`src/rtl/pwm_ctrl_pkg.sv`:
```
// Shared definitions for the PWM controller family: the envelope state encoding,
// the default tick period and a small step-sanitising helper.
package pwm_ctrl_pkg;

  typedef enum logic [1:0] {
    ST_IDLE    = 2'd0,
    ST_ATTACK  = 2'd1,
    ST_HOLD    = 2'd2,
    ST_RELEASE = 2'd3
  } env_state_t;

  localparam int DEFAULT_STEP_CYCLES = 392;

  // A zero step would stall the envelope forever, so it is promoted to 1.
  function automatic logic [7:0] nz_step(input logic [7:0] step);
    return (step == 8'd0) ? 8'd1 : step;
  endfunction

endpackage

```
`src/rtl/pwm_tick_gen.sv`:
```
// Free-running modulo-STEP_CYCLES counter; tick_out is high during the last count
// of each period, and restart_in forces the count back to 0.
module pwm_tick_gen
  import pwm_ctrl_pkg::*;
#(
  parameter int STEP_CYCLES = DEFAULT_STEP_CYCLES
) (
  input  logic clk_in,
  input  logic rst_n_in,
  input  logic restart_in,
  output logic tick_out
);

  localparam logic [15:0] LAST_COUNT = 16'(STEP_CYCLES - 1);

  logic [15:0] count;

  always_ff @(posedge clk_in or negedge rst_n_in) begin
    if (!rst_n_in) begin
      count <= 16'd0;
    end else if (restart_in || (count == LAST_COUNT)) begin
      count <= 16'd0;
    end else begin
      count <= count + 16'd1;
    end
  end

  assign tick_out = (count == LAST_COUNT);

endmodule

```
`src/rtl/pwm_env_ctrl.sv`:
```
// Envelope controller: ramps a registered PWM duty toward a note-on target
// (ATTACK/HOLD) and back to zero on note-off (RELEASE), one step per tick.
module pwm_env_ctrl
  import pwm_ctrl_pkg::*;
#(
  parameter int STEP_CYCLES = DEFAULT_STEP_CYCLES
) (
  input  logic       clk_in,
  input  logic       rst_n_in,
  input  logic       cmd_valid_in,
  output logic       cmd_ready_out,
  input  logic       cmd_on_in,
  input  logic [7:0] cmd_level_in,
  input  logic [7:0] attack_step_in,
  input  logic [7:0] release_step_in,
  output logic [7:0] dc_out,
  output logic [1:0] state_out,
  output logic       done_out
);

  env_state_t state;
  logic [7:0] dc;
  logic [7:0] target;
  logic [7:0] att_step;
  logic [7:0] rel_step;
  logic       done;

  logic       accept;
  logic       note_on;
  logic       tick;
  logic [8:0] up_sum;
  logic [8:0] down_floor;
  logic [7:0] attack_next;
  logic [7:0] release_next;

  assign cmd_ready_out = (state != ST_ATTACK);
  assign accept        = cmd_valid_in && cmd_ready_out;
  assign note_on       = cmd_on_in && (cmd_level_in != 8'd0);

  pwm_tick_gen #(
    .STEP_CYCLES(STEP_CYCLES)
  ) u_tick_gen (
    .clk_in    (clk_in),
    .rst_n_in  (rst_n_in),
    .restart_in(accept),
    .tick_out  (tick)
  );

  // Both directions are clamped at the target in 9 bits so nothing wraps.
  assign up_sum      = {1'b0, dc} + {1'b0, att_step};
  assign down_floor  = {1'b0, target} + {1'b0, att_step};
  assign attack_next = (dc < target)
                       ? ((up_sum >= {1'b0, target}) ? target : up_sum[7:0])
                       : (({1'b0, dc} <= down_floor) ? target : (dc - att_step));
  assign release_next = (dc <= rel_step) ? 8'd0 : (dc - rel_step);

  always_ff @(posedge clk_in or negedge rst_n_in) begin
    if (!rst_n_in) begin
      state    <= ST_IDLE;
      dc       <= 8'd0;
      target   <= 8'd0;
      att_step <= 8'd1;
      rel_step <= 8'd1;
      done     <= 1'b0;
    end else begin
      done <= 1'b0;
      if (accept) begin
        // An accept wins over a coincident tick; that tick's update is dropped.
        att_step <= nz_step(attack_step_in);
        rel_step <= nz_step(release_step_in);
        if (note_on) begin
          target <= cmd_level_in;
          state  <= ST_ATTACK;
        end else if (state != ST_IDLE) begin
          state <= ST_RELEASE;
        end
      end else begin
        case (state)
          ST_ATTACK: begin
            if (dc == target) begin
              state <= ST_HOLD;
            end else if (tick) begin
              dc <= attack_next;
            end
          end
          ST_RELEASE: begin
            if (dc == 8'd0) begin
              state <= ST_IDLE;
              done  <= 1'b1;
            end else if (tick) begin
              dc <= release_next;
            end
          end
          default: begin
          end
        endcase
      end
    end
  end

  assign dc_out    = dc;
  assign state_out = state;
  assign done_out  = done;

endmodule
```
`config.mk`:
```
export PLATFORM = sky130hd
export DESIGN_NAME = pwm_env_ctrl
export DESIGN_NICKNAME = d
export VERILOG_FILES = /design/src/rtl/pwm_ctrl_pkg.sv /design/src/rtl/pwm_tick_gen.sv /design/src/rtl/pwm_env_ctrl.sv
export SDC_FILE = /design/constraint.sdc
export NUM_CORES = 1
export LEC_CHECK = 0
export ABC_AREA = 1
export BUFFER_PORTS_ARGS = -buffer_cell sky130_fd_sc_hd__buf_2
export CORE_MARGIN = 2
export CORE_UTILIZATION = 60
export CTS_CLUSTER_SIZE = 10
export DETAILED_ROUTE_END_ITERATION = 8
export MAX_ROUTING_LAYER = met4
export PLACE_DENSITY = 0.8
export SLEW_MARGIN = 20
export SYNTH_ARGS = -nofsm -noshare
export SYNTH_HDL_FRONTEND = slang
export SYNTH_SLANG_ARGS = --single-unit
```
`constraint.sdc`:
```
create_clock -name clk_in -period 7.6 [get_ports clk_in]
set_input_delay 1.52 -clock clk_in [delete_from_list [all_inputs] [get_ports clk_in]]
set_output_delay 1.52 -clock clk_in [all_outputs]
set_load 0.01 [all_outputs]
```
* Yosys cells after proc, flatten, opt, wreduce, memory -nomap -nowiden *
Index checks and enable logic that the tools add are counted.

word-level totals
  register bits after elaboration = 51
  bits in read-only memories = 0
  RAM bits = 0
  memories kept = 0
  latch bits = 0
  output and inout bits = 12
  word-level logic and storage cells = 63

operators by class
  equality and inequality tests = 12
  add/subtract/negate cells = 5
  shift operators = 0
  divide/modulo/power cells = 0
  bitwise operators = 1
  $mul = 0
  muxes and demuxes = 21
  reductions and logical operators = 13
  magnitude comparators = 4

operators by type and width
  operator                                                                count
  8-bit two-way mux                                                       10
  8-bit zero test                                                         3
  8-bit by 8-bit adder with 9-bit output                                  2
  16-bit by 1-bit adder with 16-bit output, second input constant         1
  16-bit by 9-bit equality test with 1-bit output, second input constant  1
  16-bit two-way mux                                                      1
  8-bit case mux with 2 select lines                                      1
  8-bit subtractor                                                        2
  2-bit two-way mux                                                       5
  9-bit by 8-bit >= comparator with 1-bit output                          1
  8-bit by 9-bit <= comparator with 1-bit output                          1
  8-bit equality test                                                     1
  8-bit <= comparator                                                     1
  8-bit < comparator                                                      1
  2-bit != test, second input constant                                    4
  8-bit nonzero test                                                      1
  3-bit by 2-bit != test with 1-bit output, second input constant         2
  6-bit AND reduction                                                     1
  2-bit case mux with 2 select lines                                      1
  4-bit AND reduction                                                     1
  2-bit nonzero test                                                      2
  1-bit two-way mux                                                       3
  3-bit != test, second input constant                                    1
  3-bit nonzero test                                                      1
  7 further kinds                                                         8

* Longest topological paths before layout *
  depth after elaboration = 7
  mapped depth = 23
  mapped depth without buffers = 22

* Hierarchy *
From an unflattened synthesis, not the netlist that was laid out.

second synthesis, totals
  cells, all modules = 661
  area, all modules = 4653.2 sq um

modules (own cells, without submodules)
  module        area an instance (sq um)  instances  cells an instance
  pwm_env_ctrl  3741.1                    1          540
  pwm_tick_gen  912.1                     1          121

* Worst setup path after synthesis *
OpenSTA, ideal clock, no wires.

  path kind = register -> register
  start = reg target[0]
  end = reg dc[1] (netlist: dc_out[1])
  clock period less this slack = 2781 ps
  arrival time = 2708 ps
  stages on the path, launching flop included = 19
  buffers on the path = 0
  setup slack = 4819 ps
  path through = dfrtp_1 ha_1 fa_1 nand3_1 nand3_2 a31oi_1 xor2_1 ha_1 nand2_1 inv_1 nand4_1 nand3_1 nor2_2 nand2_4 nand2_1 nand3_1 nand2_1 nand2_1 a21oi_2

on the way
  word-level cells in the longest chain between the ends = 7
  elaborated cells on any way between the ends = 13

ends and longest elaborated chain
  element                                         line                RTL
  from (decl)                                     pwm_env_ctrl.sv:23  logic [7:0] target;
  from (signal assigned)                          pwm_env_ctrl.sv:72  target <= cmd_level_in;
  8-bit by 8-bit adder with 9-bit output          pwm_env_ctrl.sv:51  assign down_floor = {1'b0, target} + {1'b0, att_step};
  8-bit by 9-bit <= comparator with 1-bit output  pwm_env_ctrl.sv:54  : (({1'b0, dc} <= down_floor) ? target : (dc - att_step));
  8-bit two-way mux                               pwm_env_ctrl.sv:54
  8-bit two-way mux                               pwm_env_ctrl.sv:53  ? ((up_sum >= {1'b0, target}) ? target : up_sum[7:0])
  8-bit two-way mux                               pwm_env_ctrl.sv:82  end else if (tick) begin
  8-bit two-way mux                               pwm_env_ctrl.sv:80  if (dc == target) begin
  8-bit case mux with 2 select lines              pwm_env_ctrl.sv:78  case (state)
  to (signal assigned)                            pwm_env_ctrl.sv:83  dc <= attack_next;
  to (signal assigned)                            pwm_env_ctrl.sv:91  dc <= release_next;
  to (decl)                                       pwm_env_ctrl.sv:22  logic [7:0] dc;

Several ways; a longest one is shown, not always the timed one. The select of a mux whose other input is x is not followed.
A chain may end at the register's enable or synchronous reset.

* Worst setup path in the final report *
  start = reg dc[2] (netlist: dc_out[2])
  end = reg dc[2] (netlist: dc_out[2])

on the way
  word-level cells in the longest chain between the ends = 7
  elaborated cells on any way between the ends = 21

ends and longest elaborated chain
  element                                         line                RTL
  8-bit by 8-bit adder with 9-bit output          pwm_env_ctrl.sv:50  assign up_sum = {1'b0, dc} + {1'b0, att_step};
  9-bit by 8-bit >= comparator with 1-bit output  pwm_env_ctrl.sv:53
  8-bit two-way mux (2 in series)                 pwm_env_ctrl.sv:53
  8-bit two-way mux                               pwm_env_ctrl.sv:82
  8-bit two-way mux                               pwm_env_ctrl.sv:80
  8-bit case mux with 2 select lines              pwm_env_ctrl.sv:78

Several ways; a longest one is shown, not always the timed one. The select of a mux whose other input is x is not followed.

==> reports/metrics.cfg <==
[placed_design]
dp_slack_ns=4.239
gp_congestion=0.9727
place_inst=794
io_buffer_count=39
hpwl_um=9617
place_area_mm2=0.004976

[yosys]
ys_seq_area_share_pct=27.17
synthTopCellsByArea=dfrtp_1 (26%), ha_1 (15%), nand2_1 (13%)
ys.flop_type=dfrtp_1
yosys.area.top_type_share_pct=26.06
syn-cell-area_mm2=0.004706
yosys-top-cells-count=nand2_1 (158), inv_1 (101), nor2_1 (58), ha_1 (56), nand3_1 (56)
synth-warning-count=0
synth_most_common_cell=nand2_1
syn-num-nets=749
postSynthAreaPerCell_um2=7.119
async_flop_share_pct=100.0
synth_seq_cells=51
yosys.area.top_type=dfrtp_1
syn_inst=661
synth-edff-count=0
netlist-cell-type-count=44

[pwr]
ir_drop_mv=0.1539
finalPower_mw=1.455
power_leakage_nw=2.839
powerDensity_mw_per_mm2=287.1

[sta]
finalSetupViolCount=0
timing.final.crit_period_ns=3.360
rsz0062_at_grt=false
worst_hold_slack_ns=0.5023
setup_tns_ns=0
setup_slack_ns=4.240
hold_viol=0
fin_crit_sh_pct=44.21
worst_pin_slew_ns=0.6798
slew_headroom_pct=54.10
max_freq_ghz=0.2976
drv_slew=0
skew_ns=0.02149

[final_layout]
drive_above_1_share_pct=13.43
n_antenna_cell=0
finalInstanceArea_mm2=0.005069
nets=787
num-fill-cells=697
final_util_pct=66.28
final_cells=802
area_delta_synth_final_pct=7.711

[routing]
num_vias=4446
drc_errors=0
viasPerCell=5.544
drt-wirelength-per-cell_um=15.32
drtIter0Drc=355
postRouteAntennaNets=0
wl_um=12290
first_pass_iters=5

[global_route]
grt_start_max_net_pins=52
grt_use_total_pct=30.49
grt_pass1_wl_um=19920
antenna_found_initial=0
grt_overflow=0
grt_pass1_vias=4130

[clock_network]
post_cts_buffers=0
h-tree-depth=2
cts.clk_slew.worst_paths_ns=0.11
clock-sinks=51
cts_root_buf=clkbuf_8
cts_tree=yes
numCtsBuffers=5
clock_latency_ns=0.33
post_cts_resize_count=0
clk_path_buf_depth=2
hold_buffers=0

[setup_path]
cp_data_arrival_time_ns=3.59
critPathKind=reg2reg
path_max_fanout=9
cp-start-kind=flop
cp-end-kind=flop
required_ns=7.83

[floorplanning]
io_pins=40
start_util_pct=61.53
core-area_mm2=0.007647
die_y_um=92.56
die_area_mm2=0.008567
fp.dieW_um=92.56
rows=32

[run]
maxCapViolations=0

[min_path]
hold_path_class=reg2reg

[outcome]
outcome=finished, final reports clean

[critical path, stage by stage, from the launching register on]
cell,delay [ns]
dfrtp_1,0.55
ha_1,0.56
inv_1,0.10
a21oi_1,0.13
nand2_1,0.14
nand2_1,0.12
nand3_1,0.07
nand2_1,0.12
inv_1,0.06
ha_1,0.27
nand2_1,0.06
nor3_1,0.19
a21boi_0,0.13
nand2_1,0.09
nand2_2,0.14
nand2_4,0.15
nand2_1,0.07
nand3_1,0.10
nand2_1,0.07
nand2_1,0.08
a21oi_2,0.06
[flip-flops by register name (all words and copies together) (netlist names)]
| register | count |
|---|---|
| att_step | 8 |
| u_tick_gen.count | 16 |
| dc_out | 8 |
| done_out | 1 |
| state_out | 2 |
| target | 8 |
| rel_step | 8 |
[final cells by class]
cell class              count  area, um^2  share of cell area, %
well taps                 102       127.6                  2.518
flip-flops and latches     51        1279                  25.23
inverters                 108       406.6                  8.023
multi-input cells         493        2960                  58.41
clock buffers               5       68.82                  1.358
clock inverters             3       23.77                 0.4690
repair buffers             40       202.7                  3.999
[placed cells by master (no fill, tap or decap), types with 2 or more instances in the layout]
| cell type | synthesis | final |
|---|---|---|
| nand2_2 | 3 | 3 |
| nand4_1 | 8 | 8 |
| nor2_4 | 2 | 2 |
| dfstp_2 | 2 | 2 |
| clkinv_2 | 1 | 2 |
| nor3_2 | 3 | 3 |
| inv_1 | 101 | 101 |
| a21o_1 | 2 | 2 |
| clkbuf_8 | 1 | 5 |
| o21ai_0 | 36 | 36 |
| nand3_2 | 7 | 7 |
| a21oi_2 | 8 | 8 |
| nand3_1 | 56 | 56 |
| nand2_1 | 158 | 158 |
| nor3_1 | 8 | 8 |
| a41oi_1 | 2 | 2 |
| fa_1 | 4 | 4 |
| a21oi_1 | 32 | 32 |
| nor3b_1 | 3 | 3 |
| ha_1 | 56 | 56 |
| nor2_2 | 7 | 7 |
| xor2_1 | 12 | 12 |
| buf_2 | 4 | 39 |
| nor2_1 | 58 | 58 |
| inv_2 | 6 | 6 |
| nor4_1 | 7 | 7 |
| xnor2_1 | 6 | 6 |
| nand2_4 | 3 | 3 |
| dfrtp_1 | 49 | 49 |
[path summary, 6_finish.rpt]
check                                                   start                       endpoint  slack (ns)  depth (start not counted)
max in group asynchronous                            rst_n_in  u_tick_gen.count[2]$_DFF_PN0_        5.83                          2
worst max register to register          dc_out[2]$_DFFE_PN0P_          dc_out[2]$_DFFE_PN0P_        4.24                         20
worst min-delay path            u_tick_gen.count[0]$_DFF_PN0_  u_tick_gen.count[0]$_DFF_PN0_        0.50                          1
worst max-delay path                    dc_out[2]$_DFFE_PN0P_          dc_out[2]$_DFFE_PN0P_        4.24                         20
min in group asynchronous                            rst_n_in        rel_step[2]$_DFFE_PN0P_        1.29                          2
worst min register to register  u_tick_gen.count[0]$_DFF_PN0_  u_tick_gen.count[0]$_DFF_PN0_        0.50                          1
[power breakdown]
group / total (mW) / internal (mW) / leakage (nW) / switching (mW)
logic: 0.889 / 0.313 / 2.13 / 0.576
clock network: 0.173 / 0.0668 / 0.0461 / 0.106
registers: 0.393 / 0.332 / 0.661 / 0.0612
total: 1.46 / 0.712 / 2.84 / 0.744
[layer usage]
metal / wire length (um) / vias to the layer above / track usage, %
li1: - / 2219 / -
met1: 5564 / 2059 / 39.41
met2: 5573 / 137 / 49.09
met3: 743 / 31 / 4.475
met4: 404 / 0 / 10.95
met5: 0 / - / -
[kinds of logic after synthesis]
| kind of cell | count (synthesis) | synth area share, % |
|---|---|---|
| buf+inv | 117 | 9.917 |
| flops | 51 | 27.17 |
| xor+xnor | 18 | 3.350 |
| simple gates | 327 | 32.12 |
| compound gates | 88 | 10.85 |
| fa+ha+maj | 60 | 16.59 |
Note: power is estimated with default switching activity, not from simulation.
